## src/rtl/data_mux_pkg.sv

```systemverilog
// rtl/data_mux_pkg.sv - shared mode/state encodings for the data_mux / data_demux pair
package data_mux_pkg;

    localparam int DATA_WIDTH = 8;

    typedef enum logic [1:0] {
        MODE_OFF = 2'd0,
        MODE_1   = 2'd1,
        MODE_2   = 2'd2,
        MODE_3   = 2'd3
    } mode_e;

    typedef enum logic [1:0] {
        ST_IDLE = 2'd0,
        ST_HUNT = 2'd1,
        ST_LOCK = 2'd2
    } state_e;

    // A dwell of zero clocks is meaningless on the lane, so it behaves as one.
    function automatic logic [2:0] eff_dwell(input logic [2:0] n);
        return (n == 3'd0) ? 3'd1 : n;
    endfunction

endpackage

```

## src/rtl/slot_counter.sv

```systemverilog
// rtl/slot_counter.sv - slot/dwell position tracker for the demux frame
module slot_counter (
    input  logic       i_clk,
    input  logic       i_rst,
    input  logic       i_load,
    input  logic       i_en,
    input  logic [2:0] i_n,
    input  logic [1:0] i_m,
    output logic [1:0] o_slot,
    output logic [2:0] o_cyc,
    output logic       o_slot_start,
    output logic       o_frame_end
);

    logic [1:0] r_slot;
    logic [2:0] r_cyc;
    logic [1:0] w_slot_base;
    logic [2:0] w_cyc_base;
    logic [1:0] w_slot_nxt;
    logic [2:0] w_cyc_nxt;

    // A load marks the current cycle as slot 0 / cyc 0, so advance from there.
    always_comb begin
        w_slot_base = i_load ? 2'd0 : r_slot;
        w_cyc_base  = i_load ? 3'd0 : r_cyc;
        w_slot_nxt  = w_slot_base;
        w_cyc_nxt   = w_cyc_base + 3'd1;
        if (w_cyc_base == i_n - 3'd1) begin
            w_cyc_nxt  = 3'd0;
            w_slot_nxt = (w_slot_base == i_m - 2'd1) ? 2'd0 : w_slot_base + 2'd1;
        end
        if (!i_load && !i_en) begin
            w_slot_nxt = 2'd0;
            w_cyc_nxt  = 3'd0;
        end
    end

    always_ff @(posedge i_clk or posedge i_rst) begin
        if (i_rst) begin
            r_slot <= 2'd0;
            r_cyc  <= 3'd0;
        end else begin
            r_slot <= w_slot_nxt;
            r_cyc  <= w_cyc_nxt;
        end
    end

    assign o_slot       = r_slot;
    assign o_cyc        = r_cyc;
    assign o_slot_start = (r_cyc == 3'd0);
    // Opening cycle of the frame's final slot: its capture closes the frame.
    assign o_frame_end  = (r_cyc == 3'd0) && (r_slot == i_m - 2'd1);

endmodule

```

## src/rtl/data_demux.sv

```systemverilog
// rtl/data_demux.sv - receive-side TDM demultiplexer restoring up to three byte streams
module data_demux
    import data_mux_pkg::*;
#(
    parameter int WIDTH = DATA_WIDTH
) (
    input  logic             i_clk,
    input  logic             i_rst,
    input  logic [WIDTH-1:0] i_mux_data,
    input  logic             i_sof,
    input  logic [1:0]       i_mode,
    input  logic [2:0]       i_switch_clk_cycles,
    output logic [WIDTH-1:0] o_ds1_out,
    output logic [WIDTH-1:0] o_ds2_out,
    output logic [WIDTH-1:0] o_ds3_out,
    output logic [2:0]       o_ds_valid,
    output logic             o_frame_done,
    output logic             o_locked,
    output logic             o_sync_err
);

    state_e           r_state;
    state_e           w_state_nxt;
    logic [1:0]       r_m;
    logic [2:0]       r_n;
    logic [WIDTH-1:0] r_ds1;
    logic [WIDTH-1:0] r_ds2;
    logic [WIDTH-1:0] r_ds3;
    logic [2:0]       r_ds_valid;
    logic             r_frame_done;
    logic             r_sync_err;

    logic [2:0]       w_eff_n;
    logic             w_mode_on;
    logic             w_cfg_chg;
    logic             w_load;
    logic             w_cap;
    logic [1:0]       w_cap_slot;
    logic             w_sync_err;
    logic             w_frame_done;
    logic             w_cnt_en;
    logic [2:0]       w_cnt_n;
    logic [1:0]       w_cnt_m;
    logic [1:0]       w_slot;
    logic [2:0]       w_cyc;
    logic             w_slot_start;
    logic             w_frame_end;

    assign w_eff_n   = eff_dwell(i_switch_clk_cycles);
    assign w_mode_on = (i_mode != MODE_OFF);
    assign w_cfg_chg = (i_mode != r_m) || (w_eff_n != r_n);

    always_comb begin
        w_state_nxt  = r_state;
        w_load       = 1'b0;
        w_cap        = 1'b0;
        w_cap_slot   = w_slot;
        w_sync_err   = 1'b0;
        w_frame_done = 1'b0;
        case (r_state)
            ST_IDLE: begin
                if (w_mode_on) w_state_nxt = ST_HUNT;
            end
            ST_HUNT: begin
                if (!w_mode_on) begin
                    w_state_nxt = ST_IDLE;
                end else if (i_sof) begin
                    w_state_nxt  = ST_LOCK;
                    w_load       = 1'b1;
                    w_cap        = 1'b1;
                    w_cap_slot   = 2'd0;
                    w_frame_done = (i_mode == MODE_1);
                end
            end
            ST_LOCK: begin
                // Config change wins over both sof handling and the capture due now.
                if (!w_mode_on) begin
                    w_state_nxt = ST_IDLE;
                end else if (w_cfg_chg) begin
                    w_state_nxt = ST_HUNT;
                end else if (i_sof && !(w_slot == 2'd0 && w_cyc == 3'd0)) begin
                    w_sync_err   = 1'b1;
                    w_load       = 1'b1;
                    w_cap        = 1'b1;
                    w_cap_slot   = 2'd0;
                    w_frame_done = (r_m == MODE_1);
                end else if (w_slot_start) begin
                    w_cap        = 1'b1;
                    w_frame_done = w_frame_end;
                end
            end
            default: w_state_nxt = ST_IDLE;
        endcase
    end

    assign w_cnt_en = (r_state == ST_LOCK) && (w_state_nxt == ST_LOCK);
    assign w_cnt_n  = w_load ? w_eff_n : r_n;
    assign w_cnt_m  = w_load ? i_mode  : r_m;

    slot_counter u_slot_counter (
        .i_clk        (i_clk),
        .i_rst        (i_rst),
        .i_load       (w_load),
        .i_en         (w_cnt_en),
        .i_n          (w_cnt_n),
        .i_m          (w_cnt_m),
        .o_slot       (w_slot),
        .o_cyc        (w_cyc),
        .o_slot_start (w_slot_start),
        .o_frame_end  (w_frame_end)
    );

    always_ff @(posedge i_clk or posedge i_rst) begin
        if (i_rst) begin
            r_state      <= ST_IDLE;
            r_m          <= 2'd0;
            r_n          <= 3'd1;
            r_ds1        <= '0;
            r_ds2        <= '0;
            r_ds3        <= '0;
            r_ds_valid   <= 3'b000;
            r_frame_done <= 1'b0;
            r_sync_err   <= 1'b0;
        end else begin
            r_state      <= w_state_nxt;
            r_ds_valid   <= 3'b000;
            r_frame_done <= w_frame_done;
            r_sync_err   <= w_sync_err;
            if (w_load) begin
                r_m <= i_mode;
                r_n <= w_eff_n;
            end
            if (w_cap) begin
                case (w_cap_slot)
                    2'd0: begin
                        r_ds1      <= i_mux_data;
                        r_ds_valid <= 3'b001;
                    end
                    2'd1: begin
                        r_ds2      <= i_mux_data;
                        r_ds_valid <= 3'b010;
                    end
                    2'd2: begin
                        r_ds3      <= i_mux_data;
                        r_ds_valid <= 3'b100;
                    end
                    default: r_ds_valid <= 3'b000;
                endcase
            end
        end
    end

    assign o_ds1_out    = r_ds1;
    assign o_ds2_out    = r_ds2;
    assign o_ds3_out    = r_ds3;
    assign o_ds_valid   = r_ds_valid;
    assign o_frame_done = r_frame_done;
    assign o_locked     = (r_state == ST_LOCK);
    assign o_sync_err   = r_sync_err;

endmodule
```

## config.mk

```make
export PLATFORM = sky130hd
export DESIGN_NAME = data_demux
export DESIGN_NICKNAME = d
export VERILOG_FILES = /design/src/rtl/data_mux_pkg.sv /design/src/rtl/slot_counter.sv /design/src/rtl/data_demux.sv
export SDC_FILE = /design/constraint.sdc
export NUM_CORES = 1
export LEC_CHECK = 0
export BUFFER_PORTS_ARGS = -buffer_cell sky130_fd_sc_hd__buf_2
export CORE_MARGIN = 10
export CORE_UTILIZATION = 59
export DETAILED_ROUTE_END_ITERATION = 12
export PLACE_DENSITY = 0.85
export SETUP_SLACK_MARGIN = 0.05
export SLEW_MARGIN = 20
export SYNTH_ARGS = -nofsm -noshare
export SYNTH_HDL_FRONTEND = slang
export SYNTH_SLANG_ARGS = --single-unit
```

## constraint.sdc

```tcl
create_clock -name i_clk -period 9.9 [get_ports i_clk]
set_clock_uncertainty 0.05 [all_clocks]
set_input_delay 1.485 -clock i_clk [delete_from_list [all_inputs] [get_ports i_clk]]
set_output_delay 1.485 -clock i_clk [all_outputs]
set_load 0.005 [all_outputs]
```

Word level (Yosys, flattened, before mapping)

Cells that the tools add are included.
W data, S select, Z words.

Register bits after elaboration: 41
Input bits: 16
Output and inout bits: 30
Word-level logic and storage cells: 88

$add $sub $neg: 4
Equality and inequality tests: 12
Muxes and demuxes: 43
Reduce and logical (&&, ||, !) cells: 18

Operators with widths:

| operator              | count |
|---|---|
| $mux W2               | 15 |
| $mux W3               | 6 |
| $mux W1               | 16 |
| $pmux W3 S3           | 1 |
| $eq A2 B1 Y1 const B  | 4 |
| $eq A2 B2 Y1 const B  | 3 |
| $logic_not A2 Y1      | 3 |
| $logic_not A3 Y1      | 2 |
| $pmux W1 S2           | 3 |
| $pmux W2 S3           | 1 |
| $reduce_and A2 Y1     | 3 |
| $logic_and A1 B1 Y1   | 5 |
| $eq A2 B2 Y1          | 2 |
| $pmux W2 S2           | 1 |
| $add A3 B1 Y3 const B | 1 |
| $eq A3 B3 Y1          | 1 |
| $logic_not A1 Y1      | 3 |
| $ne A3 B3 Y1          | 1 |
| $sub A3 B1 Y3 const B | 1 |
| $add A2 B1 Y2 const B | 1 |
| $ne A2 B2 Y1          | 1 |
| $reduce_bool A2 Y1    | 1 |
| $sub A2 B1 Y2 const B | 1 |
| $logic_or A1 B1 Y1    | 1 |

Longest topological paths before layout

Word-level depth: 17
Depth in mapped cells: 15
Depth with buffers taken out: 15

Modules after synthesis

A second synthesis with hierarchy kept.

Cell total of the unflattened synthesis: 182
Area, all modules: 2158.3 µm²

Modules (own cells, without submodules):

| module       | instances | cells an instance | area an instance (µm²) | seq. area each (µm²) |
|---|---|---|---|---|
| data_demux   | 1         | 125               | 1660.3                 | 902.1 |
| slot_counter | 1         | 57                | 498.0                  | 125.1 |

Worst setup path before layout

Ideal clock, no wire load.

Path type: input to register
Start point: input port i_mode[1]
End point: register u_slot_counter.r_slot[1], in the netlist u_slot_counter.o_slot[1]
Library setup time: 94 ps
Arrival: 4882 ps
Data required time: 9756 ps
Setup slack: 4874 ps
Stages: 14
Path buffers: 1
Cell sequence: buf_2 xor2_1 nor4bb_1 nand3_1 nand2_1 nor2_1 or2_2 ha_1 nor4b_1 a31oi_1 or4b_2 o211a_1 or3_1 a221oi_2

Word-level cells in the longest chain between the ends: 11
Elaborated cells on any way between the ends: 29
Classes of those cells: 3 x add/sub; 4 x eq/ne; 16 x mux; 6 x reduce/logical

RTL lines:

| item                             | line               | text |
|---|---|---|
| from (decl)                      | data_demux.sv:11   | `input logic [1:0] i_mode,` |
| $ne A2 B2 Y1                     | data_demux.sv:51   | `assign w_cfg_chg = (i_mode != r_m) \|\| (w_eff_n != r_n);` |
| $logic_or A1 B1 Y1               | data_demux.sv:51   |  |
| $mux W1                          | data_demux.sv:79   | `end else if (w_cfg_chg) begin` |
| $mux W1                          | data_demux.sv:77   | `if (!w_mode_on) begin` |
| $pmux W1 S2                      | data_demux.sv:60   | `case (r_state)` |
| $mux W2                          | -                  |  |
| $sub A2 B1 Y2                    | slot_counter.sv:30 | `w_slot_nxt = (w_slot_base == i_m - 2'd1) ? 2'd0 : w_slot_base + 2'd1;` |
| $eq A2 B2 Y1                     | slot_counter.sv:30 |  |
| $mux W2                          | slot_counter.sv:30 |  |
| $mux W2                          | slot_counter.sv:28 | `if (w_cyc_base == i_n - 3'd1) begin` |
| $mux W2 (*)                      | slot_counter.sv:32 | `if (!i_load && !i_en) begin` |
| via u_slot_counter.w_slot_nxt[1] | slot_counter.sv:19 | `logic [1:0] w_slot_nxt;` |
| to (signal assigned)             | slot_counter.sv:43 | `r_slot <= w_slot_nxt;` |
| to (decl)                        | slot_counter.sv:15 | `logic [1:0] r_slot;` |

Mark *: on every way through the listed nets, which the timed path passes. The rest lies on a longest branch.
A chain may end at the register's enable or synchronous reset.

Worst setup path in the final report

Start point: input port i_switch_clk_cycles[2]
End point: register u_slot_counter.r_slot[1], in the netlist u_slot_counter.o_slot[1]

Word-level cells in the longest chain between the ends: 13
Elaborated cells on any way between the ends: 27
Classes of those cells: 3 x add/sub; 4 x eq/ne; 14 x mux; 6 x reduce/logical

RTL lines:

| item                             | line               | text |
|---|---|---|
| from (decl)                      | data_demux.sv:12   | `input logic [2:0] i_switch_clk_cycles,` |
| $logic_not A3 Y1                 | data_mux_pkg.sv:21 | `return (n == 3'd0) ? 3'd1 : n;` |
| $mux W3 (*)                      | data_mux_pkg.sv:21 |  |
| $ne A3 B3 Y1                     | data_demux.sv:51   |  |
| $logic_or A1 B1 Y1               | data_demux.sv:51   |  |
| $mux W1                          | data_demux.sv:79   |  |
| $mux W1                          | data_demux.sv:77   |  |
| $pmux W1 S2                      | data_demux.sv:60   |  |
| $mux W2                          | -                  |  |
| $sub A2 B1 Y2                    | slot_counter.sv:30 |  |
| $eq A2 B2 Y1                     | slot_counter.sv:30 |  |
| $mux W2                          | slot_counter.sv:30 |  |
| $mux W2                          | slot_counter.sv:28 |  |
| $mux W2 (*)                      | slot_counter.sv:32 |  |
| via u_slot_counter.w_slot_nxt[1] | slot_counter.sv:19 |  |

Marks and branches as above.

==> metrics.md <==
| Metric | Value |
|---|---|
| CP Cell Sequence | `buf_2 > xnor2_1 > nor4bb_1 > nand3_1 > nand2_1 > nor2_1 > or2_2 > ha_1 > nor4b_1 > a31oi_1 > or4b_2 > o211a_1 > or3_1 > a221oi_2` |
| Fmax | `192 MHz` |
| Cells after Synth | `208` |
| Number of I/O pins | `46` |
| HP Class | `flip-flop to flip-flop` |
| CP Launch Type | `primary input` |
| Final Hold Fails | `0` |
| PD cells | `244 nW/µm²` |
| DIE AREA | `6670 µm²` |
| Final Net Count | `274` |
| Clock sink count | `41` |
| Initial antenna violation count | `0` |
| Final period util | `52.7%` |
| Post-layout util | `70.8%` |
| Max-slew violation count | `0` |
| RSZ-0062 raised after global routing | `no` |
| First-pass GRT wire length | `8.19 mm` |
| Clk_lat worst skew | `0.30 ns` |
| Pin count of the biggest net entering global routing | `42` |
| Peak supply drop | `0.147 mV` |
| Wire length per cell | `16.2 µm` |
| CTS tree | `done` |
| Worst Tran Pin Value | `0.719 ns` |
| Area grow syn2layout | `15.5%` |
| Mapped Nets | `230` |
| Area after DPL | `2480 µm²` |
| EDFF count, synth | `0` |
| Post-synthesis cell area | `2250 µm²` |
| Drt total wl | `4.87 mm` |
| Min-delay src | `o_ds1_out[0]` |
| Yosys warnings | `0` |
| Max FO, Critical Path | `8` |
| Worst path slowest cell | `or4b_2` |
| Post-route cell area | `2590 µm²` |
| Vias in the first global route | `1722` |
| Final setup TNS | `0 ns` |
| Via count | `1718` |
| Post-DR vias/cell | `5.71` |
| # resized after CTS | `0` |
| # hold bufs at CTS | `0` |
| Layout cells sized above 1 | `35.6%` |
| Critical Path RT | `10.06 ns` |
| Worst hold slack | `0.452 ns` |
| Starting Density | `61.3%` |
| Total track usage | `15.6%` |
| Synth Register Bits | `41` |
| WP data arrival | `5.38 ns` |
| Pre-Repair DR Iteration Count | `4` |
| Synth Flop Type | `dfrtp_1` |
| PortBufs | `45` |
| Synth unique cells | `53` |
| Post-route ant nets | `0` |
| Reg2reg start | `r_state[0]` |
| Syn_area_per_cell | `10.8 µm²` |
| Clock buffer depth | `2` |
| CP Class | `primary input to flip-flop` |
| Seq/Total Area, Yosys | `45.7%` |
| Lkg Pwr | `1.30 nW` |
| Die Y | `81.7 µm` |
| Max_cap viols | `0` |
| Grt ovf | `0` |
| Ant diodes | `0` |
| Minimum clock period after layout | `5.22 ns` |
| Area of the core | `3660 µm²` |
| Initial drt markers | `97` |
| Outcome | `finished clean` |
| DRC Markers | `0` |
| Final Wtd Congestion | `0.892` |
| Slew HR | `51.8%` |
| Root buffer cell | `clkbuf_8` |
| Worst setup path startpoint | `i_switch_clk_cycles[2]` |
| Cts bufs inserted | `5` |
| Asr flop ratio synth | `100%` |
| Crit path capture type | `flip-flop` |
| Register clock-pin slew on the reported worst setup and hold paths | `0.08 ns` |
| H-tree levels | `2` |
| Buffers inserted by post-CTS timing repair | `0` |
| Row Count | `22` |
| Die X | `81.7 µm` |
| Final setup vio count | `0` |
| Crit path largest cell delay | `0.66 ns` |
| Post-DP HPWL | `3.60 mm` |
[placed cells by master (no fill, tap or decap), types with 3 or more instances in the layout]
cell type and n:
inv_1 7, clkbuf_8 5, and3_1 6, xnor2_1 9, or2_2 4, ha_1 6, dfrtp_1 40, nor2_1 18
nor2b_1 3, buf_2 45, mux2_2 24, nand2_1 19, nand3_1 4, a21oi_1 8, xor2_1 4
[synthesized netlist by cell type, drive strengths merged (2+ instances only)]
| cell type | instances | area [µm²] |
|---|---|---|
| nor2 | 18 | 67.6 |
| or2 | 5 | 31.3 |
| a41oi | 2 | 17.5 |
| and3 | 6 | 37.5 |
| dfrtp | 40 | 1000 |
| ha | 6 | 75.1 |
| nand4bb | 2 | 22.5 |
| nand4 | 2 | 12.5 |
| xnor2 | 9 | 78.8 |
| mux2 | 24 | 270 |
| mux2i | 2 | 20.0 |
| o21ai | 2 | 10.0 |
| nand2 | 19 | 71.3 |
| a221oi | 2 | 41.3 |
| and4 | 2 | 20.0 |
| o31ai | 2 | 15.0 |
| nand3 | 4 | 20.0 |
| nor4 | 2 | 12.5 |
| nor3 | 2 | 15.0 |
| xor2 | 4 | 35.0 |
| buf | 8 | 52.6 |
| a31oi | 2 | 12.5 |
| nor2b | 3 | 18.8 |
| nand2b | 2 | 12.5 |
| inv | 7 | 26.3 |
| o211ai | 2 | 15.0 |
| a21oi | 8 | 40.0 |
[sequential cells by signal, indices dropped and copies added (netlist names), 2 cells and up]
name                   cells
o_ds1_out                  8
o_ds2_out                  8
o_ds3_out                  8
o_ds_valid                 3
r_n                        3
u_slot_counter.o_cyc       3
r_m                        2
r_state                    2
u_slot_counter.o_slot      2
[final timing paths]
kind	to	slack [ns]	depth (start not counted)
setup / recovery	u_slot_counter.o_slot[1]	4.68	14
hold / removal	o_ds1_out[0]	0.45	1
setup reg to reg	u_slot_counter.o_slot[1]	5.36	15
hold reg to reg	o_ds1_out[0]	0.45	1
max in group asynchronous	r_n[0]	8.18	3
min in group asynchronous	o_frame_done	1.24	3
[cell type report]
cell class / instances / area [µm²]
Inverter: 7 / 26.3
Timing Repair Buffer: 46 / 233
Clock buffer: 6 / 72.6
Clock inverter: 2 / 38.8
Tap cell: 48 / 60.1
Sequential cell: 41 / 1030
Multi-Input combinational cell: 151 / 1140
Fill cell: 268 / 1070
[per-stage QoR]
step,instances,worst slack (ns),power [W]
after floorplan,208,4.87,0.000430
after global placement,293,4.49,0.000494
after detailed placement,293,4.47,0.000500
after CTS,301,4.71,0.000636
after global routing,301,4.32,0.000677
final,301,4.68,0.000633
[routing by layer]
metal | track usage (%) | wire [µm] | vias to the layer above
met5 | 0 | 0 | -
met4 | 5.78 | 73 | 0
met3 | 4.91 | 376 | 8
met2 | 26.3 | 2460 | 63
met1 | 18.3 | 1960 | 808
li1 | - | - | 839
[critical path: cells and delay by family]
kind | cells | cell delay [ns]
AO/OA/AOI/OAI | 3 | 0.53
adder cells (fa/ha/maj) | 1 | 0.33
XOR/XNOR | 1 | 0.20
buffers and inverters | 1 | 0.13
AND/OR/NAND/NOR | 8 | 2.69
[cell families after synthesis]
group           share of synthesized area (%)
compound gates                           11.3
xor+xnor                                 5.07
fa+ha+maj                                3.34
buf+inv                                  3.68
flops                                    45.7
mux                                      12.9
simple gates                             18.0
[report_power, final]
group / switching, W / total [W] / internal [W]
clock: 0.0000579 / 0.000134 / 0.0000757
sequential: 0.0000330 / 0.000239 / 0.000206
combinational: 0.000138 / 0.000260 / 0.000122
total: 0.000229 / 0.000633 / 0.000404
(Power assumes the default switching activity.)
